**config.mk**
```make
export PLATFORM = sky130hd
export DESIGN_NAME = conv_window_buffer
export DESIGN_NICKNAME = d
export VERILOG_FILES = /design/src/rtl/conv_window_buffer_pkg.sv /design/src/rtl/conv_line_buffer.sv /design/src/rtl/conv_window_buffer.sv
export SDC_FILE = /design/constraint.sdc
export NUM_CORES = 1
export LEC_CHECK = 0
export ABC_AREA = 0
export BUFFER_PORTS_ARGS = -buffer_cell sky130_fd_sc_hd__clkbuf_2
export CAP_MARGIN = 0
export CORE_ASPECT_RATIO = 1.75
export CORE_MARGIN = 2
export CORE_UTILIZATION = 40
export DETAILED_ROUTE_END_ITERATION = 10
export PLACE_DENSITY = 0.57
export SYNTH_ARGS = -nofsm -noshare
export SYNTH_HDL_FRONTEND = slang
export SYNTH_SLANG_ARGS = --single-unit
```
**constraint.sdc**
```tcl
create_clock -name clk -period 17.8 [get_ports clk]
set_input_delay 0.89 -clock clk [delete_from_list [all_inputs] [get_ports clk]]
set_output_delay 0.89 -clock clk [all_outputs]
set_load 0.05 [all_outputs]
```
**src/rtl/conv_window_buffer_pkg.sv**
```systemverilog
// Shared types and helpers for the sliding-window conv input stage.
package conv_pkg;

    // Frame sequencing states
    typedef enum logic [1:0] {
        IDLE  = 2'd0,
        RUN   = 2'd1,
        FLUSH = 2'd2
    } state_t;

    // Column counter width for a frame of img_w pixels
    function automatic int col_w(input int img_w);
        return (img_w > 1) ? $clog2(img_w) : 1;
    endfunction

    // Row counter width for a frame of img_h rows
    function automatic int row_w(input int img_h);
        return (img_h > 1) ? $clog2(img_h) : 1;
    endfunction

    // Flattened position of window element (r,c) in a KxK window
    function automatic int idx(input int r, input int c, input int k);
        return r * k + c;
    endfunction

endpackage

```
**src/rtl/conv_line_buffer.sv**
```systemverilog
// One-row pixel delay: the output is the pixel accepted DEPTH shifts ago.
module conv_line_buffer #(
    parameter int DATA_WIDTH = 8,
    parameter int DEPTH      = 28
) (
    input  logic                  clk,
    input  logic                  rst,
    input  logic                  en,
    input  logic [DATA_WIDTH-1:0] din,
    output logic [DATA_WIDTH-1:0] dout
);

    logic [DATA_WIDTH-1:0] mem [DEPTH];

    // Shift the row one slot on every accepted pixel
    always_ff @(posedge clk or posedge rst) begin
        if (rst) begin
            for (int i = 0; i < DEPTH; i++) begin
                mem[i] <= '0;
            end
        end else if (en) begin
            mem[0] <= din;
            for (int i = 1; i < DEPTH; i++) begin
                mem[i] <= mem[i-1];
            end
        end
    end

    assign dout = mem[DEPTH-1];

endmodule

```
**src/rtl/conv_window_buffer.sv**
```systemverilog
// Builds KxK sliding windows from a raster pixel stream and hands each
// complete window downstream as one flattened word.
module conv_window_buffer
    import conv_pkg::*;
#(
    parameter int DATA_WIDTH = 8,
    parameter int K          = 3,
    parameter int IMG_W      = 28,
    parameter int IMG_H      = 28,
    parameter int STRIDE     = 1
) (
    input  logic                         clk,
    input  logic                         rst,
    input  logic                         start,
    input  logic                         s_valid,
    output logic                         s_ready,
    input  logic [DATA_WIDTH-1:0]        s_data,
    output logic                         m_valid,
    input  logic                         m_ready,
    output logic [K*K*DATA_WIDTH-1:0]    m_data,
    output logic                         busy,
    output logic                         done
);

    localparam int COL_W = col_w(IMG_W);
    localparam int ROW_W = row_w(IMG_H);
    localparam logic PH_MAX = 1'(STRIDE - 1);

    state_t state, next_state;
    logic   done_next;

    logic [COL_W-1:0] col;
    logic [ROW_W-1:0] row;
    logic             col_ph;
    logic             row_ph;

    logic accept;
    logic last_pixel;
    logic emit;

    logic [DATA_WIDTH-1:0] lb_in   [K-1];
    logic [DATA_WIDTH-1:0] lb_out  [K-1];
    logic [DATA_WIDTH-1:0] taps    [K];
    logic [DATA_WIDTH-1:0] win      [K][K];
    logic [DATA_WIDTH-1:0] win_next [K][K];
    logic [K*K*DATA_WIDTH-1:0] win_flat;

    assign s_ready    = (state == RUN) && (!m_valid || m_ready);
    assign accept     = s_valid && s_ready;
    assign busy       = (state != IDLE);
    assign last_pixel = (row == ROW_W'(IMG_H - 1)) && (col == COL_W'(IMG_W - 1));
    assign emit       = (row >= ROW_W'(K - 1)) && (col >= COL_W'(K - 1)) && !row_ph && !col_ph;

    // Route each line buffer into the next and collect one tap per window row
    always_comb begin
        taps[K-1] = s_data;
        for (int i = 0; i < K - 1; i++) begin
            lb_in[i]        = (i == 0) ? s_data : lb_out[(i == 0) ? 0 : i - 1];
            taps[K-2-i]     = lb_out[i];
        end
    end

    for (genvar g = 0; g < K - 1; g++) begin : g_lb
        conv_line_buffer #(
            .DATA_WIDTH (DATA_WIDTH),
            .DEPTH      (IMG_W)
        ) u_lb (
            .clk  (clk),
            .rst  (rst),
            .en   (accept),
            .din  (lb_in[g]),
            .dout (lb_out[g])
        );
    end

    // Window after this pixel: shift left, new column enters at the right
    always_comb begin
        win_flat = '0;
        for (int r = 0; r < K; r++) begin
            for (int c = 0; c < K - 1; c++) begin
                win_next[r][c] = win[r][c+1];
            end
            win_next[r][K-1] = taps[r];
        end
        for (int r = 0; r < K; r++) begin
            for (int c = 0; c < K; c++) begin
                win_flat[idx(r, c, K)*DATA_WIDTH +: DATA_WIDTH] = win_next[r][c];
            end
        end
    end

    // Window column registers advance with each accepted pixel
    always_ff @(posedge clk or posedge rst) begin
        if (rst) begin
            for (int r = 0; r < K; r++) begin
                for (int c = 0; c < K; c++) begin
                    win[r][c] <= '0;
                end
            end
        end else if (accept) begin
            win <= win_next;
        end
    end

    // Raster position and stride phases; a phase only runs once the window fits
    always_ff @(posedge clk or posedge rst) begin
        if (rst) begin
            col    <= '0;
            row    <= '0;
            col_ph <= 1'b0;
            row_ph <= 1'b0;
        end else if (state == IDLE && start) begin
            col    <= '0;
            row    <= '0;
            col_ph <= 1'b0;
            row_ph <= 1'b0;
        end else if (accept) begin
            if (col == COL_W'(IMG_W - 1)) begin
                col    <= '0;
                col_ph <= 1'b0;
                row    <= last_pixel ? '0 : row + 1'b1;
                if (row >= ROW_W'(K - 1)) begin
                    row_ph <= (row_ph == PH_MAX) ? 1'b0 : row_ph + 1'b1;
                end
            end else begin
                col <= col + 1'b1;
                if (col >= COL_W'(K - 1)) begin
                    col_ph <= (col_ph == PH_MAX) ? 1'b0 : col_ph + 1'b1;
                end
            end
        end
    end

    // Output window register: loads on a completing pixel, clears on drain
    always_ff @(posedge clk or posedge rst) begin
        if (rst) begin
            m_valid <= 1'b0;
            m_data  <= '0;
        end else if (accept && emit) begin
            m_valid <= 1'b1;
            m_data  <= win_flat;
        end else if (m_ready) begin
            m_valid <= 1'b0;
        end
    end

    // Next-state and end-of-frame decision
    always_comb begin
        next_state = state;
        done_next  = 1'b0;
        case (state)
            IDLE: begin
                if (start) begin
                    next_state = RUN;
                end
            end
            RUN: begin
                if (accept && last_pixel) begin
                    next_state = FLUSH;
                end
            end
            FLUSH: begin
                if (!m_valid || m_ready) begin
                    next_state = IDLE;
                    done_next  = 1'b1;
                end
            end
            default: begin
                next_state = IDLE;
            end
        endcase
    end

    // State register and registered done pulse
    always_ff @(posedge clk or posedge rst) begin
        if (rst) begin
            state <= IDLE;
            done  <= 1'b0;
        end else begin
            state <= next_state;
            done  <= done_next;
        end
    end

endmodule

```
==> summary.md, run 1 <==
| Metric | Value |
|---|---|
| PortBufs | `88` |
| Switching part of the total | `0.247` |
| Clk sink count | `550` |
| CTS Hold Bufs | `0` |
| CP max-delay cell | `buf_4` |
| Cell Int Power | `2.10 mW` |
| N_diodes | `0` |
| Placed Instances | `2854` |
| First-iteration detailed-routing DRC count | `823` |
| Overall Global Routing Usage | `0.147` |
| Post-synthesis sequential area ratio | `0.666` |
| Total grt overflow | `0` |
| Final worst-path cycle share | `0.251` |
| Dpl hpwl | `20400 µm` |
| Setup TNS | `0 ns` |
| Crit Path Class | `reg2reg` |
| Drt pass-1 iters | `4` |
| Final count of negative-setup-slack endpoints | `0` |
| Flop pwr share | `0.518` |
| Initial core utilization | `0.404` |
| Leading area contributor after synthesis | `dfrtp_1` |
| Synth area leaders | `dfrtp_1, nand2_1, mux2_1` |
| Final Non-Filler Cells | `2944` |
| Max-slew violations | `0` |
| Num rows | `110` |
| Max incr delay on CP | `0.96 ns` |
| Num ports | `89` |
| Vias in the first global route | `14200` |
| Cell Area, Synth | `20700 µm²` |
| Most numerous cell in the Yosys netlist | `nand2_1` |
| Final core utilization | `0.457` |
| Share of cells above drive strength 1 | `0.0849` |
| Post-route minimum period | `4.47 ns` |
| Yosys reg bits | `550` |
| Insertion delay to the later sink of the worst-skew pair | `0.58 ns` |
| Syn avg cell area | `9.41 µm²` |
| CTS resizes | `0` |
| Bufs and invs on worst path | `3` |
| P_leak | `13.4 nW` |
| Switch Pwr | `0.687 mW` |
| Element type at the critical path end | `flop` |
| CP Cell Sequence | `and2b_1 -> and3_4 -> buf_12 -> buf_4 -> buf_4 -> nand2_1 -> nand2_1` |
| Clock H-tree levels | `2` |
| CP Data Arrival Time | `4.97 ns` |
| Place WS | `12.78 ns` |
| Root Buffer | `clkbuf_16` |
| Hold crit path type | `in2async` |
| Synth top area share | `0.666` |
| Status | `finished clean` |
| Number of routed nets with antenna violations | `0` |
| Count of cell types in the netlist | `33` |
| WL/cell | `12.7 µm` |
| Top Family by Delay on Critical Path | `buffers and inverters` |
| Commonest cells post-synth | `nand2_1, dfrtp_1, clkbuf_1` |
| Worst-Margin Slew | `1.10 ns` |
| Overall die height | `305 µm` |
| Wire length of the first global-routing pass | `67100 µm` |
| Worst Skew | `0.0277 ns` |
| Full die area | `53600 µm²` |
| CTS max path bufs | `3` |
| Syn_nets | `2212` |
| Req. time, crit path | `18.30 ns` |
| Mapped Cells | `2195` |
| Kind of launch point of the worst setup path | `flop` |
| Max Cap Viol | `0` |
| Die width | `176 µm` |
| TritonCTS Buffers | `49` |
| Clock power frac | `0.409` |
| Dominant synthesized flop cell | `dfrtp_1` |
| RSZ-0062 raised after global routing | `no` |
| Slew headroom | `0.268` |
| Final worst slack | `13.33 ns` |
| Drt via density | `4.66` |
| DRC violations left | `0` |
| Nets@finish | `2250` |
| Number of flops mapped to enable cells by yosys | `0` |
| Ys async rst share | `1.00` |
| Synthesis Warnings | `0` |
| Initial antenna violation count | `0` |
| Core area | `51200 µm²` |
| GP Congestion | `0.717` |
| Max VDD drop | `0.0843 mV` |
| Pwr dens | `119 nW/µm²` |
| Fmax | `224 MHz` |
| Postcts setup bufs | `0` |
| CTS tree | `built` |
| Reg clk slew, reported paths | `0.07 ns` |
| Final WL | `37500 µm` |
| Largest net degree at the start of global routing | `216` |
| Area grow syn2layout | `13.3%` |
| Vias post-DR | `13715` |
| Final Power | `2.78 mW` |
| Final hold vios | `0` |
| Combinational power share | `0.073` |
| Critical-path maximum fanout | `185` |
==> per-stage QoR <==
stage,hold WS (ns),cell area (µm²)
floorplan,0.439,20700
global placement,0.447,21700
detailed placement,0.451,21700
CTS,0.456,23400
global route,0.474,23400
finish,0.449,23400
==> power groups by stage <==
stage	combinational (mW)	sequential (mW)	clock, mW
floorplan	0.169	1.45	0
global placement	0.205	1.46	0
detailed placement	0.211	1.47	0
CTS	0.212	1.44	1.18
global route	0.246	1.46	1.22
finish	0.204	1.44	1.14
==> cell usage in the layout, fill, tap and decap left out, types with 3 or more instances in the layout <==
cell,instances
or4_1,4
dfrtp_1,550
buf_4,8
clkbuf_16,51
and2_1,3
mux2_2,3
clkbuf_2,88
nand2_1,1400
buf_12,3
clkinvlp_4,7
clkbuf_8,9
a21oi_1,7
o21ai_0,4
clkinv_2,8
ha_1,4
or3_1,5
nor2_1,5
inv_1,6
clkbuf_1,5
mux2_1,69
bufinv_16,7
==> logic make-up (layout without fill, tap and decap cells) <==
| family | after synthesis | in the layout | synth area share |
|---|---|---|---|
| AO/OA/AOI/OAI | 15 | 15 | 0.00436 |
| flip-flops | 550 | 550 | 0.666 |
| adder cells (fa/ha/maj) | 4 | 4 | 0.00242 |
| buffers and inverters | 119 | 196 | 0.0221 |
| multiplexers | 74 | 74 | 0.0402 |
| AND/OR/NAND/NOR | 1433 | 1433 | 0.265 |
==> metal layers <==
metal  wire length (µm)  track usage  vias to the layer above
met2              18400        0.261                      151
met1              17100        0.186                     6752
met5                  0            0                        -
li1                   -            -                     6760
met3               1140       0.0207                       52
met4                813       0.0434                        0
==> area by class of cell <==
class | count | area [µm²]
Tap cell | 672 | 841
Clock buffer | 65 | 1420
Fill cell | 4914 | 27800
Inverter | 7 | 33.8
Clock inverter | 25 | 329
Timing Repair Buffer | 99 | 561
Sequential cell | 550 | 13800
Multi-Input combinational cell | 1526 | 6460
==> registers in the layout (all words and copies together), names as in the netlist <==
| register | cells |
|---|---|
| g_lb.u_lb.dout | 16 |
| row | 5 |
| g_lb.u_lb.mem | 432 |
| col | 5 |
| state | 2 |
| done | 1 |
| win | 16 |
| m_valid | 1 |
| m_data | 72 |
==> path summary, 6_finish.rpt <==
check / startpoint / to / slack, ns / cells past startpoint
setup / recovery: state[1] / g_lb[1].u_lb.mem[203] / 13.33 / 7
setup reg to reg: state[1] / g_lb[1].u_lb.mem[203] / 13.33 / 7
hold reg to reg: g_lb[1].u_lb.mem[111] / g_lb[1].u_lb.mem[103] / 0.45 / 2
min in group clk: g_lb[1].u_lb.mem[111] / g_lb[1].u_lb.mem[103] / 0.45 / 2
hold / removal: rst / row[2] / 0.45 / 2
max in group asynchronous: rst / g_lb[0].u_lb.mem[60] / 14.95 / 4
Power figures use the tool's default switching activity.
==> run 2, diff against run 1 <==
==> constraint.sdc (replaced) <==
create_clock -name clk -period 4.2 [get_ports clk]
set_input_delay 0.21 -clock clk [delete_from_list [all_inputs] [get_ports clk]]
set_output_delay 0.21 -clock clk [all_outputs]
set_load 0.05 [all_outputs]
==> run 2 against run 1 <==
Compared with the run above:
- cell count rose by 0.61%
- largest cell class unchanged
- sequential power rose to 4.2 times the previous value
- first-iteration DRC count decreased by 1.3%
- highest routed layer unchanged
- combinational power grew to 4.4 times the previous value
- fmax is 75% higher
- clock power increased to 3.7 times the previous value
- count of clock-buffer cells in the layout grew 3
- critical path type unchanged
- via count increased by 0.76%
==> summary.md, run 2 (synthesis gave the netlist of run 1 again) <==
| Metric | Value |
|---|---|
| Final count of negative-setup-slack endpoints | `0 (unchanged)` |
| Min-delay src | `s_valid` |
| Post-route minimum period | `2.56 ns (-1.91 ns)` |
| CTS max path bufs | `3 (unchanged)` |
| RSZ-0062 raised after global routing | `no` |
| Die width | `176 µm (unchanged)` |
| Status | `finished clean` |
| DRC violations left | `0 (unchanged)` |
| Final Power | `11.2 mW (+300%)` |
| GP Congestion | `0.704 (-1.9%)` |
| Nets@finish | `2276 (+1.2%)` |
| Max-slew violations | `0 (unchanged)` |
| Worst Skew | `0.0119 ns (-0.0158 ns)` |
| Root Buffer | `clkbuf_16` |
| Setup TNS | `0 ns (unchanged)` |
| Overall die height | `305 µm (unchanged)` |
| Max FFs per register | `432 (unchanged)` |
| Worst Hold Depth | `4` |
| GR Util met3 | `0.0220 (+0.00125)` |
| Reg with most FFs | `g_lb.u_lb.mem` |
| First-iteration detailed-routing DRC count | `812 (-1.3%)` |
| Wire length of the first global-routing pass | `65800 µm (-1.9%)` |
| Core area | `51200 µm² (unchanged)` |
| TritonCTS Buffers | `48 (-2.0%)` |
| Slew headroom | `0.291 (+0.0222)` |
| Most common cell after layout, fill and taps aside | `nand2_1` |
| Critical-path maximum fanout | `220 (+19%)` |
| Clock H-tree levels | `2 (unchanged)` |
| Drt pass-1 iters | `5 (+1)` |
| Num ports | `89 (unchanged)` |
| PortBufs | `88 (unchanged)` |
| Final worst-path cycle share | `0.609 (+0.358)` |
| Most frequent cells in the layout | `nand2_1, dfrtp_1, clkbuf_2` |
| Worst-Margin Slew | `1.06 ns (-0.0333 ns)` |
| N_diodes | `0 (unchanged)` |
| Pwr dens | `478 nW/µm² (+300%)` |
| Fmax | `391 MHz (+75%)` |
| Vias post-DR | `13819 (+0.76%)` |
| Num rows | `110 (unchanged)` |
| Initial antenna violation count | `0 (unchanged)` |
| Insertion delay to the later sink of the worst-skew pair | `0.56 ns (-0.02 ns)` |
| Reg2reg end | `g_lb[1].u_lb.mem[148]` |
| Worst R2R Setup Slack | `1.64 ns (-11.69 ns)` |
| Final hold vios | `0 (unchanged)` |
| Vias in the first global route | `14059 (-0.99%)` |
| Met1 GRT Util | `0.181 (-0.00555)` |
| FF-to-FF Start | `state[0]` |
| Final worst slack | `1.64 ns (-11.69 ns)` |
| Max VDD drop | `0.354 mV (+320%)` |
| Full die area | `53600 µm² (unchanged)` |
| Element type at the critical path end | `flop` |
| Reg clk slew, reported paths | `0.06 ns (about the same)` |
| Busiest grt layer | `met2` |
| P_leak | `13.4 nW (about the same)` |
| Area grow syn2layout | `13.3% (about the same)` |
| Regs by FF count | `g_lb.u_lb.mem: 432 flops, m_data: 72 flops` |
| Largest net degree at the start of global routing | `221 (+2.3%)` |
| Final WL | `36600 µm (-2.3%)` |
| Overall Global Routing Usage | `0.143 (-0.00360)` |
| Worst reg-to-reg path cell count | `6 (-1)` |
| Place WS | `1.73 ns (-11.05 ns)` |
| Hold crit path type | `in2reg` |
| CTS tree | `built` |
| Worst Hold Path EP | `col[2]` |
| Initial core utilization | `0.404 (unchanged)` |
| Total grt overflow | `0 (unchanged)` |
| CP Data Arrival Time | `3.05 ns (-1.92 ns)` |
| CTS resizes | `0 (unchanged)` |
| Max Cap Viol | `0 (unchanged)` |
| Clk sink count | `550 (unchanged)` |
| Req. time, crit path | `4.70 ns (-13.60 ns)` |
| Crit Path Class | `reg2reg` |
| Share of cells above drive strength 1 | `0.0830 (-0.00198)` |
| Dpl hpwl | `21000 µm (+2.9%)` |
| Number of routed nets with antenna violations | `0 (unchanged)` |
| Kind of launch point of the worst setup path | `flop` |
| Drt via density | `4.67 (+0.15%)` |
| WL/cell | `12.4 µm (-2.8%)` |
| Met2 global-route usage | `0.254 (-0.00678)` |
==> run 2: metrics by stage <==
| stage | hold WS (ns) | utilization | instance area, µm² | std cells |
|---|---|---|---|---|
| global placement | 0.294 | 0.427 | 21800 | 2870 |
| CTS | 0.0670 | 0.457 | 23400 | 2962 |
| detailed placement | 0.286 | 0.427 | 21800 | 2870 |
| global route | 0.121 | 0.457 | 23400 | 2962 |
| finish | 0.0894 | 0.457 | 23400 | 2962 |
| floorplan | 0.315 | - | 20700 | 2195 |
==> run 2: what timing repair did <==
item / 4_1_cts / 5_1_grt
hold buffers: 11 / 0
endpoints found under the hold margin: 31 / 0
setup buffers: 0 / 0
==> run 2: routing by layer <==
metal | part of all wire | vias up
met2 | 0.49 | 169
met3 | 0.034 | 55
met1 | 0.45 | 6794
li1 | - | 6801
met4 | 0.024 | 0
met5 | 0 | -
==> run 2: report_power, final <==
| group | internal, mW | switching [mW] |
|---|---|---|
| Sequential | 5.82 | 0.288 |
| Combinational | 0.279 | 0.622 |
| Clock | 2.28 | 1.91 |
==> run 2: worst max-delay path by stage <==
stage,startpoint,slack [ns],to
4_1_cts,state[0],1.73,g_lb[1].u_lb.mem[148]
3_3_place_gp,state[0],1.76,g_lb[1].u_lb.mem[78]
5_1_grt,state[0],1.45,g_lb[1].u_lb.mem[36]
6_report,state[0],1.64,g_lb[1].u_lb.mem[148]
2_1_floorplan,rst,-3.49,col[0]
3_5_place_dp,state[0],1.73,g_lb[1].u_lb.mem[148]
==> run 2: area by class of cell <==
type                            count  area, µm²
Fill cell                        4978      27800
Sequential cell                   550      13800
Multi-Input combinational cell   1526       6460
Clock buffer                       68       1340
Timing Repair Buffer              126        866
Tap cell                          672        841
Clock inverter                     13        116
Inverter                            7       30.0
==> run 2: critical path: stages (launching register included) <==
cell	delay (ns)
dfrtp_1	0.40
and2b_1	0.24
nand3_4	0.12
buf_4	0.52
buf_12	0.60
nand2_1	0.14
nand2_1	0.12
